`src/rtl/lsu_pkg.sv`:
```
// Shared definitions for the load/store unit: request opcode encoding, FSM state
// encoding and the alignment-check helper used when LSU_MISALIGN_TRAP_EN is defined.
package lsu_pkg;

   typedef enum logic [2:0] {
      OP_LW  = 3'd0,
      OP_LH  = 3'd1,
      OP_LHU = 3'd2,
      OP_LB  = 3'd3,
      OP_LBU = 3'd4,
      OP_SW  = 3'd5,
      OP_SH  = 3'd6,
      OP_SB  = 3'd7
   } lsu_op_e;

   // FSM state encoding
   localparam logic [1:0] ST_IDLE = 2'd0;
   localparam logic [1:0] ST_RD   = 2'd1;
   localparam logic [1:0] ST_WR   = 2'd2;
   localparam logic [1:0] ST_RSP  = 2'd3;

   function automatic logic op_is_misaligned(input logic [2:0] op, input logic [1:0] addr_lo);
      logic mis;
      case (op)
         OP_LW, OP_SW:         mis = (addr_lo != 2'b00);
         OP_LH, OP_LHU, OP_SH: mis = addr_lo[0];
         default:              mis = 1'b0;
      endcase
      return mis;
   endfunction

endpackage

```
`src/rtl/lsu_lane.sv`:
```
// Little-endian lane logic: merges store data into a memory word and extracts
// sign/zero-extended load results. Halfwords are selected by addr[1] only.
module lsu_lane
   import lsu_pkg::*;
(
   input  logic [2:0]  op,
   input  logic [1:0]  addr_lo,
   input  logic [31:0] word,
   input  logic [31:0] wdata,
   output logic [31:0] merged,
   output logic [31:0] rdata
);

   logic [7:0]  byte_s;
   logic [15:0] half_s;

   // lane selection from the addressed word
   always_comb begin
      case (addr_lo)
         2'd0:    byte_s = word[7:0];
         2'd1:    byte_s = word[15:8];
         2'd2:    byte_s = word[23:16];
         2'd3:    byte_s = word[31:24];
         default: byte_s = 8'd0;
      endcase
      if (addr_lo[1]) begin
         half_s = word[31:16];
      end else begin
         half_s = word[15:0];
      end
   end

   // store merge: untouched lanes keep the captured word
   always_comb begin
      merged = word;
      case (op)
         OP_SW: merged = wdata;
         OP_SH: begin
            if (addr_lo[1]) begin
               merged[31:16] = wdata[15:0];
            end else begin
               merged[15:0] = wdata[15:0];
            end
         end
         OP_SB: begin
            case (addr_lo)
               2'd0:    merged[7:0]   = wdata[7:0];
               2'd1:    merged[15:8]  = wdata[7:0];
               2'd2:    merged[23:16] = wdata[7:0];
               2'd3:    merged[31:24] = wdata[7:0];
               default: merged        = word;
            endcase
         end
         default: merged = word;
      endcase
   end

   // load extraction with extension
   always_comb begin
      case (op)
         OP_LW:   rdata = word;
         OP_LH:   rdata = {{16{half_s[15]}}, half_s};
         OP_LHU:  rdata = {16'd0, half_s};
         OP_LB:   rdata = {{24{byte_s[7]}}, byte_s};
         OP_LBU:  rdata = {24'd0, byte_s};
         default: rdata = 32'd0;
      endcase
   end

endmodule

```
`src/rtl/load_store_unit.sv`:
```
// Single-request load/store unit in front of a word-wide data memory (IDLE/RD/WR/RSP).
// Define LSU_MISALIGN_TRAP_EN to fault misaligned word/halfword accesses.
module load_store_unit
   import lsu_pkg::*;
#(
   parameter int ADDR_WORDS = 256
) (
   input  logic        clk,
   input  logic        SYS_reset,
   input  logic        req_valid,
   output logic        req_ready,
   input  logic [2:0]  req_op,
   input  logic [31:0] req_addr,
   input  logic [31:0] req_wdata,
   output logic        rsp_valid,
   input  logic        rsp_ready,
   output logic [31:0] rsp_rdata,
   output logic        rsp_err,
   output logic [31:0] DMEM_address,
   output logic [31:0] DMEM_data_in,
   output logic        DMEM_mem_write,
   output logic        DMEM_mem_read,
   input  logic [31:0] DMEM_data_out
);

   localparam logic [29:0] ADDR_LIMIT = 30'(ADDR_WORDS);

   logic [1:0]  state_q, state_d;
   logic [2:0]  op_q, op_d;
   logic [1:0]  addr_lo_q, addr_lo_d;
   logic [31:0] wdata_q, wdata_d;
   logic        req_ready_q, req_ready_d;
   logic        rsp_valid_q, rsp_valid_d;
   logic [31:0] rsp_rdata_q, rsp_rdata_d;
   logic        rsp_err_q, rsp_err_d;
   logic [31:0] dmem_addr_q, dmem_addr_d;
   logic [31:0] dmem_wdata_q, dmem_wdata_d;
   logic        dmem_wr_q, dmem_wr_d;
   logic        dmem_rd_q, dmem_rd_d;

   logic        misalign_s;
   logic        range_err_s;
   logic        fault_s;
   logic [31:0] merged_s;
   logic [31:0] load_s;

`ifdef LSU_MISALIGN_TRAP_EN
   assign misalign_s = op_is_misaligned(req_op, req_addr[1:0]);
`else
   assign misalign_s = 1'b0;
`endif

   assign range_err_s = (req_addr[31:2] >= ADDR_LIMIT);
   assign fault_s     = range_err_s | misalign_s;

   lsu_lane u_lane (
      .op      (op_q),
      .addr_lo (addr_lo_q),
      .word    (DMEM_data_out),
      .wdata   (wdata_q),
      .merged  (merged_s),
      .rdata   (load_s)
   );

   // next-state and next-output logic; outputs are registered from *_d
   always_comb begin
      state_d      = state_q;
      op_d         = op_q;
      addr_lo_d    = addr_lo_q;
      wdata_d      = wdata_q;
      rsp_valid_d  = rsp_valid_q;
      rsp_rdata_d  = rsp_rdata_q;
      rsp_err_d    = rsp_err_q;
      dmem_addr_d  = dmem_addr_q;
      dmem_wdata_d = dmem_wdata_q;
      dmem_wr_d    = 1'b0;
      dmem_rd_d    = 1'b0;
      case (state_q)
         ST_IDLE: begin
            if (req_valid) begin
               op_d      = req_op;
               addr_lo_d = req_addr[1:0];
               wdata_d   = req_wdata;
               if (fault_s) begin
                  state_d     = ST_RSP;
                  rsp_valid_d = 1'b1;
                  rsp_rdata_d = 32'd0;
                  rsp_err_d   = 1'b1;
               end else if (req_op == OP_SW) begin
                  state_d      = ST_WR;
                  dmem_addr_d  = {2'b00, req_addr[31:2]};
                  dmem_wdata_d = req_wdata;
                  dmem_wr_d    = 1'b1;
               end else begin
                  state_d     = ST_RD;
                  dmem_addr_d = {2'b00, req_addr[31:2]};
                  dmem_rd_d   = 1'b1;
               end
            end else begin
               state_d = ST_IDLE;
            end
         end
         ST_RD: begin
            // read word is sampled here; sub-word stores merge it before writing back
            if ((op_q == OP_SH) || (op_q == OP_SB)) begin
               state_d      = ST_WR;
               dmem_wdata_d = merged_s;
               dmem_wr_d    = 1'b1;
            end else begin
               state_d     = ST_RSP;
               rsp_valid_d = 1'b1;
               rsp_rdata_d = load_s;
               rsp_err_d   = 1'b0;
            end
         end
         ST_WR: begin
            state_d     = ST_RSP;
            rsp_valid_d = 1'b1;
            rsp_rdata_d = 32'd0;
            rsp_err_d   = 1'b0;
         end
         ST_RSP: begin
            if (rsp_ready) begin
               state_d     = ST_IDLE;
               rsp_valid_d = 1'b0;
               rsp_rdata_d = 32'd0;
               rsp_err_d   = 1'b0;
            end else begin
               state_d = ST_RSP;
            end
         end
         default: begin
            state_d     = ST_IDLE;
            rsp_valid_d = 1'b0;
            rsp_rdata_d = 32'd0;
            rsp_err_d   = 1'b0;
         end
      endcase
      req_ready_d = (state_d == ST_IDLE);
   end

   // state and output registers; reset drops strobes asynchronously
   always_ff @(posedge clk or posedge SYS_reset) begin
      if (SYS_reset) begin
         state_q      <= ST_IDLE;
         op_q         <= 3'd0;
         addr_lo_q    <= 2'd0;
         wdata_q      <= 32'd0;
         req_ready_q  <= 1'b1;
         rsp_valid_q  <= 1'b0;
         rsp_rdata_q  <= 32'd0;
         rsp_err_q    <= 1'b0;
         dmem_addr_q  <= 32'd0;
         dmem_wdata_q <= 32'd0;
         dmem_wr_q    <= 1'b0;
         dmem_rd_q    <= 1'b0;
      end else begin
         state_q      <= state_d;
         op_q         <= op_d;
         addr_lo_q    <= addr_lo_d;
         wdata_q      <= wdata_d;
         req_ready_q  <= req_ready_d;
         rsp_valid_q  <= rsp_valid_d;
         rsp_rdata_q  <= rsp_rdata_d;
         rsp_err_q    <= rsp_err_d;
         dmem_addr_q  <= dmem_addr_d;
         dmem_wdata_q <= dmem_wdata_d;
         dmem_wr_q    <= dmem_wr_d;
         dmem_rd_q    <= dmem_rd_d;
      end
   end

   assign req_ready      = req_ready_q;
   assign rsp_valid      = rsp_valid_q;
   assign rsp_rdata      = rsp_rdata_q;
   assign rsp_err        = rsp_err_q;
   assign DMEM_address   = dmem_addr_q;
   assign DMEM_data_in   = dmem_wdata_q;
   assign DMEM_mem_write = dmem_wr_q;
   assign DMEM_mem_read  = dmem_rd_q;

endmodule

```
`config.mk`:
```
export PLATFORM = sky130hd
export DESIGN_NAME = load_store_unit
export DESIGN_NICKNAME = d
export VERILOG_FILES = /design/src/rtl/lsu_pkg.sv /design/src/rtl/lsu_lane.sv /design/src/rtl/load_store_unit.sv
export SDC_FILE = /design/constraint.sdc
export NUM_CORES = 1
export LEC_CHECK = 0
export ABC_AREA = 0
export BUFFER_PORTS_ARGS = -buffer_cell sky130_fd_sc_hd__clkbuf_2
export CORE_MARGIN = 1.5
export CORE_UTILIZATION = 46
export CTS_BUF_LIST = sky130_fd_sc_hd__clkbuf_4
export CTS_CLUSTER_SIZE = 24
export DETAILED_ROUTE_END_ITERATION = 8
export PLACE_DENSITY_LB_ADDON = 0.1
export RECOVER_POWER = 100
export SKIP_LAST_GASP = 1
export SLEW_MARGIN = 10
export SYNTH_ARGS = -nofsm -noshare
export SYNTH_HDL_FRONTEND = slang
export SYNTH_HIERARCHICAL = 1
export SYNTH_SLANG_ARGS = --single-unit
```
`constraint.sdc`:
```
create_clock -name clk -period 4.6 [get_ports clk]
set_input_delay 0.92 -clock clk [delete_from_list [all_inputs] [get_ports clk]]
set_output_delay 0.92 -clock clk [all_outputs]
set_load 0.05 [all_outputs]
```
==> impl_metrics.tcl <==
set metrics [dict create \
    routedWlPerCell_um 19.9 \
    tightest_slew_ns 1.84 \
    antenna_found_initial 0 \
    ys_warn_count 6 \
    ir_drop_mv 0.263 \
    numCtsBuffers 17 \
    diodes 0 \
    die-area_um2 15900 \
    fin_util 0.557 \
    cp_slowest_cell "clkbuf_1" \
    avgSynthCellArea_um2 12.0 \
    worstPathMaxFanout 39 \
    die_x_um 126 \
    core_area_um2 14700 \
    cts_tree "built" \
    drt_iter0_drc 417 \
    placed_cells 932 \
    crit_family "buffers and inverters" \
    tns_ns 0 \
    syn_inst 581 \
    syn_area_um2 6990 \
    crit_type "reg2reg" \
    power_density_nw_per_um2 704 \
    grt_max_degree 131 \
    area_growth_pct 17.0 \
    violations "max-capacitance violations, max-slew violations" \
    hold_class "in2async" \
    synth-async-reset-ratio 1.00 \
    via_per_inst 5.72 \
    dp_hpwl_mm 14.1 \
    pwr-share-seq 0.369 \
    final_common_cell "dfrtp_1" \
    power.leakage_nw 3.79 \
    holdWs_ns 0.314 \
    finalCriticalPeriod_ns 3.42 \
    cts_hold_buf 0 \
    die_y_um 126 \
    cap_violations 3 \
    cts_root_buf "clkbuf_4" \
    htree_levels 4 \
    insertion_delay_ns 0.55 \
    synth_flop_cell "dfrtp_1" \
    period_share 0.743 \
    path_cells "nor3b_1 -> buf_4 -> nand4_1 -> o21ai_0 -> clkbuf_1 -> mux2_2" \
    final_cell_mix "137 x dfrtp_1, 114 x mux2_2, 104 x clkbuf_1" \
    final_antenna_net_count 0 \
    fmax_ghz 0.292 \
    maxSlewViolCount 69 \
    ios 204 \
    ys_seq_elements 138 \
    rsz0062_at_grt "no" \
    p_int_w 0.00295 \
    end_kind "flip-flop" \
    layout-drive-gt1-share 0.350 \
    p_sw_frac 0.488 \
    grt_pass1_wl_mm 30.3 \
    drc 0 \
    ys_types 51 \
    grt_pass1_vias 5421 \
    clk_pin_slew_worst_paths_ns 0.11 \
    grt.total_usage 0.251 \
    pwr-share-clk 0.131 \
    hold_viol_final 0 \
    finClkSkew_ns 0.0144 \
    drt_wl_total_mm 19.2 \
    place.gp.congestion 0.945 \
    setup_viol 0 \
    cp.required_ns 5.04 \
    cp-start-kind "flip-flop" \
    via_count 5493 \
    slew_headroom -0.229 \
    p_comb_frac 0.501 \
    cp_num_buf_inv 2 \
    grt_overflow 0 \
    fin_nets 870 \
    power_switching_w 0.00281 \
    yosysSeqAreaShare 0.494 \
    cts_setup_buffers 0 \
    max_stage_delay_ns 1.34 \
    cts.sinks 138 \
    fin_cells 961 \
    status "complete, but fails checks" \
    initial_core_util 0.475 \
    synth_edf_count 0 \
    firstDrtPassIters 5 \
    crit_arrival_ns 3.86 \
    cts_resized 0 \
    num_rows 44 \
    clockBufferDepth 2 \
    port_buffers 201 \
]
[synth_stat cells, types with 3 or more instances]
cell / number / area, µm²
dfrtp_1: 137 / 3430
buf_2: 16 / 80.1
buf_4: 6 / 45.0
a21oi_1: 11 / 55.1
nand2b_1: 3 / 18.8
nor2_1: 13 / 48.8
a22o_1: 32 / 280
and2_1: 9 / 56.3
inv_1: 19 / 71.3
a221o_1: 17 / 170
nand2_1: 48 / 180
clkbuf_1: 13 / 48.8
o21ai_0: 19 / 95.1
nor4_4: 3 / 63.8
buf_1: 3 / 11.3
nor3b_1: 3 / 22.5
a22oi_1: 16 / 120
o22ai_1: 9 / 56.3
mux2_2: 114 / 1280
nor2b_1: 35 / 219
mux4_2: 7 / 158
buf_6: 4 / 45.0
mux2i_1: 10 / 100
nor4_1: 3 / 18.8
[per-stage QoR]
| stage | total power, W | instance area, µm² | worst slack [ns] |
|---|---|---|---|
| floorplan | 0.00438 | 7000 | 1.96 |
| global placement | 0.00503 | 8080 | 1.75 |
| detailed placement | 0.00509 | 8080 | 1.70 |
| CTS | 0.00586 | 8340 | 1.83 |
| global route | 0.00609 | 8180 | 0.880 |
| finish | 0.00576 | 8180 | 1.18 |
[flip-flops by register name, indices dropped and copies added (netlist names)]
register and flops:
DMEM_address 30, DMEM_data_in 32, DMEM_mem_read 1, DMEM_mem_write 1, addr_lo_q 2, op_q 3
req_ready 1, rsp_err 1, rsp_rdata 32, rsp_valid 1, state_q 2, wdata_q 32
[power groups by stage]
stage	Clock [W]	Combinational (W)	Sequential, W
after floorplan	0	0.00148	0.00289
after global placement	0	0.00290	0.00213
after detailed placement	0	0.00295	0.00214
after CTS	0.000779	0.00296	0.00212
after global routing	0.000830	0.00307	0.00219
final	0.000752	0.00288	0.00212
[cells by family after synthesis]
family	count (synthesis)	synth area share
simple gates	131	0.107
flops	138	0.494
buf+inv	61	0.0431
compound gates	118	0.133
mux	132	0.222
other cells	1	0.000537
[path summary, 6_finish.rpt]
kind | end | from | slack (ns) | cells after the start
max reg2reg | DMEM_data_in[16]$_DFFE_PP0P_ | state_q[1]$_DFF_PP0_ | 1.18 | 6
min reg2reg | rsp_err$_DFFE_PP0P_ | rsp_err$_DFFE_PP0P_ | 0.50 | 1
min in group clk | rsp_err$_DFFE_PP0P_ | rsp_err$_DFFE_PP0P_ | 0.50 | 1
max in group asynchronous | rsp_rdata[21]$_DFFE_PP0P_ | SYS_reset | 3.31 | 3
max | DMEM_data_in[16]$_DFFE_PP0P_ | state_q[1]$_DFF_PP0_ | 1.18 | 6
min | DMEM_address[6]$_DFFE_PP0P_ | SYS_reset | 0.31 | 2
[metal layers]
metal | share of wire | global-route usage | wire length, µm
met1 | 0.44 | 0.338 | 8440
met2 | 0.47 | 0.388 | 8960
met3 | 0.072 | 0.0743 | 1380
met4 | 0.020 | 0.0872 | 387
met5 | 0 | 0 | 0
[final cells by class]
cell class	instances	area, µm²
fillers	1352	6520
flip-flops and latches	138	3450
multi-input cells	383	3240
repair buffers	208	931
well taps	184	230
clock buffers	20	150
clock inverters	9	103
inverters	19	72.6
No activity file was read; power rests on OpenSTA's default activity.
